### config.mk
export PLATFORM = sky130hd
export DESIGN_NAME = mem_access_ctrl
export DESIGN_NICKNAME = d
export VERILOG_FILES = /design/src/rtl/mem_ctrl_pkg.sv /design/src/rtl/mem_timeout_cnt.sv /design/src/rtl/mem_access_ctrl.sv
export SDC_FILE = /design/constraint.sdc
export NUM_CORES = 1
export LEC_CHECK = 0
export ABC_AREA = 1
export BUFFER_PORTS_ARGS = -buffer_cell sky130_fd_sc_hd__clkbuf_2
export CORE_MARGIN = 5
export CORE_UTILIZATION = 47
export DETAILED_ROUTE_END_ITERATION = 8
export PLACE_DENSITY = 0.8
export SLEW_MARGIN = 20
export SYNTH_ARGS = -nofsm -noshare
export SYNTH_HDL_FRONTEND = slang
export SYNTH_HIERARCHICAL = 1
export SYNTH_SLANG_ARGS = --single-unit
### constraint.sdc
create_clock -name clk_i -period 1.6 [get_ports clk_i]
set_input_delay 0.08 -clock clk_i [delete_from_list [all_inputs] [get_ports clk_i]]
set_output_delay 0.08 -clock clk_i [all_outputs]
set_load 0.05 [all_outputs]
### src/rtl/mem_ctrl_pkg.sv
// Shared types and constants for the MEM-stage memory access controller.
package mem_ctrl_pkg;

    typedef enum logic [1:0] {
        IDLE = 2'd0,
        REQ  = 2'd1,
        DONE = 2'd2
    } state_t;

    localparam int TIMEOUT_CYC_DEF = 16;
    localparam int TMO_CNT_W       = 8;
    localparam int ACC_CNT_W       = 16;

endpackage

### src/rtl/mem_timeout_cnt.sv
// Counts REQ cycles; expired is high during the TIMEOUT_CYC-th enabled cycle.
module mem_timeout_cnt
    import mem_ctrl_pkg::*;
#(
    parameter int TIMEOUT_CYC = TIMEOUT_CYC_DEF
) (
    input  logic clk,
    input  logic rst_n,
    input  logic clear,
    input  logic enable,
    output logic expired
);

    logic [TMO_CNT_W-1:0] cnt_q;

    always_ff @(posedge clk or negedge rst_n) begin
        if (!rst_n) begin
            cnt_q <= '0;
        end else if (clear) begin
            cnt_q <= '0;
        end else if (enable) begin
            cnt_q <= cnt_q + 1'b1;
        end
    end

    assign expired = enable && (cnt_q == TMO_CNT_W'(TIMEOUT_CYC - 1));

endmodule

### src/rtl/mem_access_ctrl.sv
// MEM-stage memory access controller: IDLE -> REQ -> DONE handshake with pipeline stall.
// Optional REQ timeout with sticky err_o is built when MEM_TIMEOUT_EN is defined.
module mem_access_ctrl
    import mem_ctrl_pkg::*;
#(
    parameter int ADDR_W      = 32,
    parameter int DATA_W      = 32,
    parameter int TIMEOUT_CYC = TIMEOUT_CYC_DEF
) (
    input  logic                 clk_i,
    input  logic                 rst_i,
    input  logic                 MemRead_i,
    input  logic                 MemWrite_i,
    input  logic                 flush_i,
    input  logic [ADDR_W-1:0]    addr_i,
    input  logic [DATA_W-1:0]    wdata_i,
    output logic                 mem_req_o,
    output logic                 mem_we_o,
    output logic [ADDR_W-1:0]    mem_addr_o,
    output logic [DATA_W-1:0]    mem_wdata_o,
    input  logic                 mem_ack_i,
    input  logic [DATA_W-1:0]    mem_rdata_i,
    output logic [DATA_W-1:0]    rdata_o,
    output logic                 rdata_valid_o,
    output logic                 stall_o,
    output logic                 err_o,
    output logic [ACC_CNT_W-1:0] access_cnt_o
);

    if (TIMEOUT_CYC < 1 || TIMEOUT_CYC >= (1 << TMO_CNT_W)) begin : g_bad_timeout
        $error("TIMEOUT_CYC out of range");
    end

    state_t state_q;
    logic   start;
    logic   timeout;

    assign start = (MemRead_i | MemWrite_i) & ~flush_i;

`ifdef MEM_TIMEOUT_EN
    mem_timeout_cnt #(.TIMEOUT_CYC(TIMEOUT_CYC)) u_timeout (
        .clk     (clk_i),
        .rst_n   (rst_i),
        .clear   (state_q == IDLE && start),
        .enable  (state_q == REQ),
        .expired (timeout)
    );

    always_ff @(posedge clk_i or negedge rst_i) begin
        if (!rst_i) begin
            err_o <= 1'b0;
        end else if (state_q == REQ && !mem_ack_i && timeout) begin
            err_o <= 1'b1;
        end
    end
`else
    assign timeout = 1'b0;
    assign err_o   = 1'b0;
`endif

    // Stall is combinational so the pipeline freezes in the detect cycle itself.
    assign stall_o = rst_i & ((state_q == IDLE && start) || state_q == REQ);

    // NOTE: sequential state uses non-blocking assignments so every register
    // samples the pre-edge value of every other register, regardless of order.
    always_ff @(posedge clk_i or negedge rst_i) begin
        if (!rst_i) begin
            state_q       <= IDLE;
            mem_req_o     <= 1'b0;
            mem_we_o      <= 1'b0;
            mem_addr_o    <= '0;
            mem_wdata_o   <= '0;
            rdata_o       <= '0;
            rdata_valid_o <= 1'b0;
            access_cnt_o  <= '0;
        end else begin
            rdata_valid_o <= 1'b0;
            unique case (state_q)
                IDLE: begin
                    if (start) begin
                        mem_addr_o  <= addr_i;
                        mem_wdata_o <= wdata_i;
                        mem_we_o    <= MemWrite_i;
                        mem_req_o   <= 1'b1;
                        state_q     <= REQ;
                    end
                end
                REQ: begin
                    // An ack wins over a timeout landing in the same cycle.
                    if (mem_ack_i || timeout) begin
                        mem_req_o    <= 1'b0;
                        access_cnt_o <= access_cnt_o + 1'b1;
                        state_q      <= DONE;
                        if (!mem_we_o) begin
                            rdata_valid_o <= 1'b1;
                            rdata_o       <= mem_ack_i ? mem_rdata_i : '0;
                        end
                    end
                end
                DONE: begin
                    state_q <= IDLE;
                end
                default: begin
                    state_q <= IDLE;
                end
            endcase
        end
    end

endmodule

# Yosys cells after proc, flatten, opt, wreduce, memory -nomap -nowiden
# Index checks and enable logic that the tools add are counted.
[classes] add_sub_neg=1 n_mul=0 n_div=0 n_lt_le_gt_ge=0 eq_ne=3 n_shift=0 mux=9 bitwise_logic=5 reduce_logical=9
[ops] cell="$add 16x1->16 const B" count=1
[ops] cell="$reduce_and 2->1" count=3
[ops] cell="$reduce_and 3->1" count=2
[ops] cell="$mux 1" count=5
[ops] cell="$mux 2" count=2
[ops] cell="$ne 2x2->1 const B" count=2
[ops] cell="$pmux 2 s2" count=1
[ops] cell="$and 1x1->1" count=2
[ops] cell="$eq 2x1->1 const B" count=1
[ops] cell="$logic_not 2->1" count=1
[ops] cell="$not 1->1" count=2
[ops] cell="$pmux 1 s2" count=1
[ops] cell="$reduce_bool 2->1" count=1
[ops] cell="$logic_and 1x1->1" count=1
[ops] cell="$logic_or 1x1->1" count=1
[ops] cell="$or 1x1->1" count=1
[word_totals] regBits=117 latch_bits=0 mem_bits_rw=0 mem_bits_ro=0 output_inout_bits=117 wordCells=35 n_memories=0

# Logic depth before layout (Yosys ltp)
[logic_depth] word_depth=5 mapped_depth=8 depth_no_buf=8

# Worst setup path after synthesis
# OpenSTA, ideal clock, no wires.
[synth_timing] path_kind="register -> output" startpoint="register state_q[0]" endpoint="output stall_o" t_arrival_ns=1.961 required_time_ns=1.520 setup_slack_ns=-0.441 path_stages_with_launch=5 path_cell_list="dfrtp_1 nor3_2 o21ai_2 buf_2 a21boi_0"
[synth_via] elab_chain_cells=4 word_cells_on_any_way=5 cone_classes="eq/ne: 1; bitwise: 1; reduce/logical: 3"
[synth_lines] element="from (decl)" line="mem_access_ctrl.sv:34" text="state_t state_q;"
[synth_lines] element="from (signal assigned)" line="mem_access_ctrl.sv:68" text="state_q <= IDLE;"
[synth_lines] element="from (signal assigned)" line="mem_access_ctrl.sv:85" text="state_q <= REQ;"
[synth_lines] element="from (signal assigned)" line="mem_access_ctrl.sv:93" text="state_q <= DONE;"
[synth_lines] element="$logic_not 2->1" line="mem_access_ctrl.sv:62" text="assign stall_o = rst_i & ((state_q == IDLE && start) || state_q == REQ);"
[synth_lines] element="$logic_and 1x1->1" line="mem_access_ctrl.sv:62"
[synth_lines] element="$logic_or 1x1->1 *" line="mem_access_ctrl.sv:62"
[synth_lines] element="$and 1x1->1 *" line="mem_access_ctrl.sv:62"
[synth_lines] element="to (decl)" line="mem_access_ctrl.sv:25" text="output logic stall_o,"
# Every way passes the cells marked *; elsewhere a longest branch is shown, timed or not.

# Final worst setup path
[layout_timing] startpoint="register state_q[1]" endpoint="output stall_o"
# Same word-level chain as after synthesis.

==> impl_metrics.json <==
{
  "final_common_cell": "clkbuf_2",
  "tightestPinTransition_ps": 595,
  "layout_setup_ws_ps": -24.1,
  "cts_buffers": 17,
  "grt_pass1_vias": 4989,
  "synth_simple_gate_area_share_pct": 18.7,
  "ioPinCount": 219,
  "cts-root-buf": "clkbuf_8",
  "die_h_um": 110,
  "finClkSkew_ps": 7.58,
  "cts_buffer_depth": 2,
  "place.gp.congestion": 0.823,
  "ff_latch_area_um2": 2930,
  "antenna_found_initial": 0,
  "hold_path_class": "input pin to flop",
  "synth_top_family_by_area": "simple AND/OR/NAND/NOR gates",
  "drc_errors": 0,
  "ys.warnings.count": 6,
  "startpoint_type": "flop",
  "grtUsageTotal_pct": 26.4,
  "layout_common_cells": "215 x clkbuf_2, 194 x nand2_1, 117 x dfrtp_1",
  "violations": "setup timing",
  "layout_min_cycle_time_ps": 1620,
  "ant_nets": 0,
  "dr_total_vias": 4765,
  "ir_worst_vdd_mv": 1.26,
  "ys_seq_area_share_pct": 62.1,
  "cp.arrival_ps": 1540,
  "synth.area.top_cells": "dfrtp_1 62%, nand2_1 15%, inv_1 6.5%",
  "ys_ff_latch": 117,
  "htree_num_levels": 4,
  "syn_nets": 633,
  "drt_first_pass_iters": 4,
  "grt_pass1_wl_um": 24200,
  "critPathKind": "flop to output port",
  "drtIter0Drc": 349,
  "die_area_um2": 12100,
  "fin_util_pct": 76.6,
  "synthXorXnorAreaFrac_pct": 1.86,
  "initial_utilization_pct": 48.2,
  "rsz0062_at_grt": "yes",
  "drv_cap": 0,
  "synthMuxAreaShare_pct": 0,
  "syn_area_um2": 4710,
  "p_per_area_nw_per_um2": 1930,
  "fp.dieW_um": 110,
  "hpwl_um": 9060,
  "overflow": 0,
  "syn_to_final_growth_pct": 58.9,
  "wl_um": 15500,
  "path_max_fanout": 2,
  "cp_data_required_time_ps": 1520,
  "synth_top_cell_area_share_pct": 62.1,
  "fill_cells": 627,
  "endpoint_kind": "output port",
  "setup_viol": 1,
  "wire_per_inst_um": 15.5,
  "coreArea_um2": 9770,
  "pre_cts_slack_ps": 112,
  "drive_gt1_share_pct": 29.8,
  "tritoncts": "done",
  "p_leak_uw": 0.00423,
  "dpl-instance-area_um2": 5940,
  "slew_viol_final": 0,
  "clk_pin_slew_ps": 60,
  "status": "complete, but fails checks",
  "hold_viol": 0,
  "nets": 952,
  "synth_compound_area_share_pct": 7.57,
  "finalCritPeriodShare_pct": 102,
  "clk_latency_ps": 510,
  "ys_types": 23,
  "synth_top_cell_by_area": "dfrtp_1",
  "fin_area_um2": 7490,
  "clock-sinks": 117,
  "grt_max_degree": 118,
  "syn_avg_cell_area_um2": 8.89,
  "synthCells": 530,
  "rows": 36,
  "fmax_ghz": 0.616,
  "synthAdderAreaFrac_pct": 0.266,
  "numPortBuffers": 217,
  "power_uw": 14500,
  "relSlewSlack_pct": 60.3,
  "viasPerCell": 4.78,
  "multi_input_area_um2": 1360
}
==> metal layers <==
metal  routed length [um]  GRT usage [%]
met2                 8160           47.4
met1                 5550           28.1
met4                  652           15.4
met3                 1110           6.46
met5                    0              0
==> path summary, 6_finish.rpt <==
check                           slack (ps)              to        start  cells after the start
worst min-delay path                   200       mem_req_o    MemRead_i                      5
worst max-delay path                   -20         stall_o   state_q[1]                      4
max in group asynchronous              900      rdata_o[7]        rst_i                      3
worst min register to register         480     rdata_o[17]  rdata_o[17]                      2
min in group asynchronous              280  mem_addr_o[27]        rst_i                      3
worst max register to register          90  mem_addr_o[25]   state_q[1]                      5
==> cells by family after synthesis <==
kind of cell | count (synthesis)
buf+inv | 105
compound gates | 70
simple gates | 226
xor+xnor | 10
fa+ha+maj | 1
other cells | 1
flops | 117
==> layout make-up <==
class	instances	share of cell area, %
repair buffers	323	29.3
clock buffers	22	5.91
flip-flops and latches	117	39.1
diodes	1	0.0334
well taps	133	2.22
clock inverters	10	1.10
multi-input cells	308	18.2
inverters	82	4.18
==> per-stage QoR <==
stage / hold WS, ps / cells / TNS (ps)
after floorplan: -216 / 530 / 0
after global placement: 250 / 863 / 0
after detailed placement: 258 / 863 / 0
after CTS: 174 / 995 / -63.7
after global routing: 200 / 995 / -83.2
final: 200 / 996 / -24.1
==> synth_stat cells <==
cell type    n
xor2_1       7
buf_6        3
ha_1         1
a21oi_1      1
dfrtp_1    117
buf_2       13
a21boi_0     1
nand3_1      8
nor2_1      14
o21ai_1     10
clkinv_4     1
nand2_1    194
conb_1       1
o21ai_0     57
xnor2_1      3
clkbuf_1     6
nor3_2       1
nand4_1      4
or2_1        1
buf_4        1
inv_1       81
nor3_1       4
o21ai_2      1
==> power by group <==
group          leakage [uW]  switching, uW  internal, uW
clock network      0.000254           1300          2080
registers           0.00145            678          3960
logic               0.00252           5040          1410
total               0.00423           7010          7450
==> critical path, stage by stage, from the launching register on <==
cell and delay [ps]:
dfrtp_1 400, nor3_4 230, o21ai_4 90, a21boi_2 160, buf_8 160
==> timing repair <==
action                     4_1_cts  5_1_grt
setup buffers                    1        0
hold endpoints to repair       215        0
hold buffers                    99        0
cloned                           0        0
pin swaps                        1        1
resized for setup                2        3
setup endpoints to repair        1       15
==> flip-flops by register name, indices dropped and copies added (netlist names) <==
name / cells
mem_addr_o: 32
mem_we_o: 1
access_cnt_o: 16
mem_req_o: 1
mem_wdata_o: 32
rdata_valid_o: 1
state_q: 2
rdata_o: 32
Note: power is estimated with default switching activity, not from simulation.
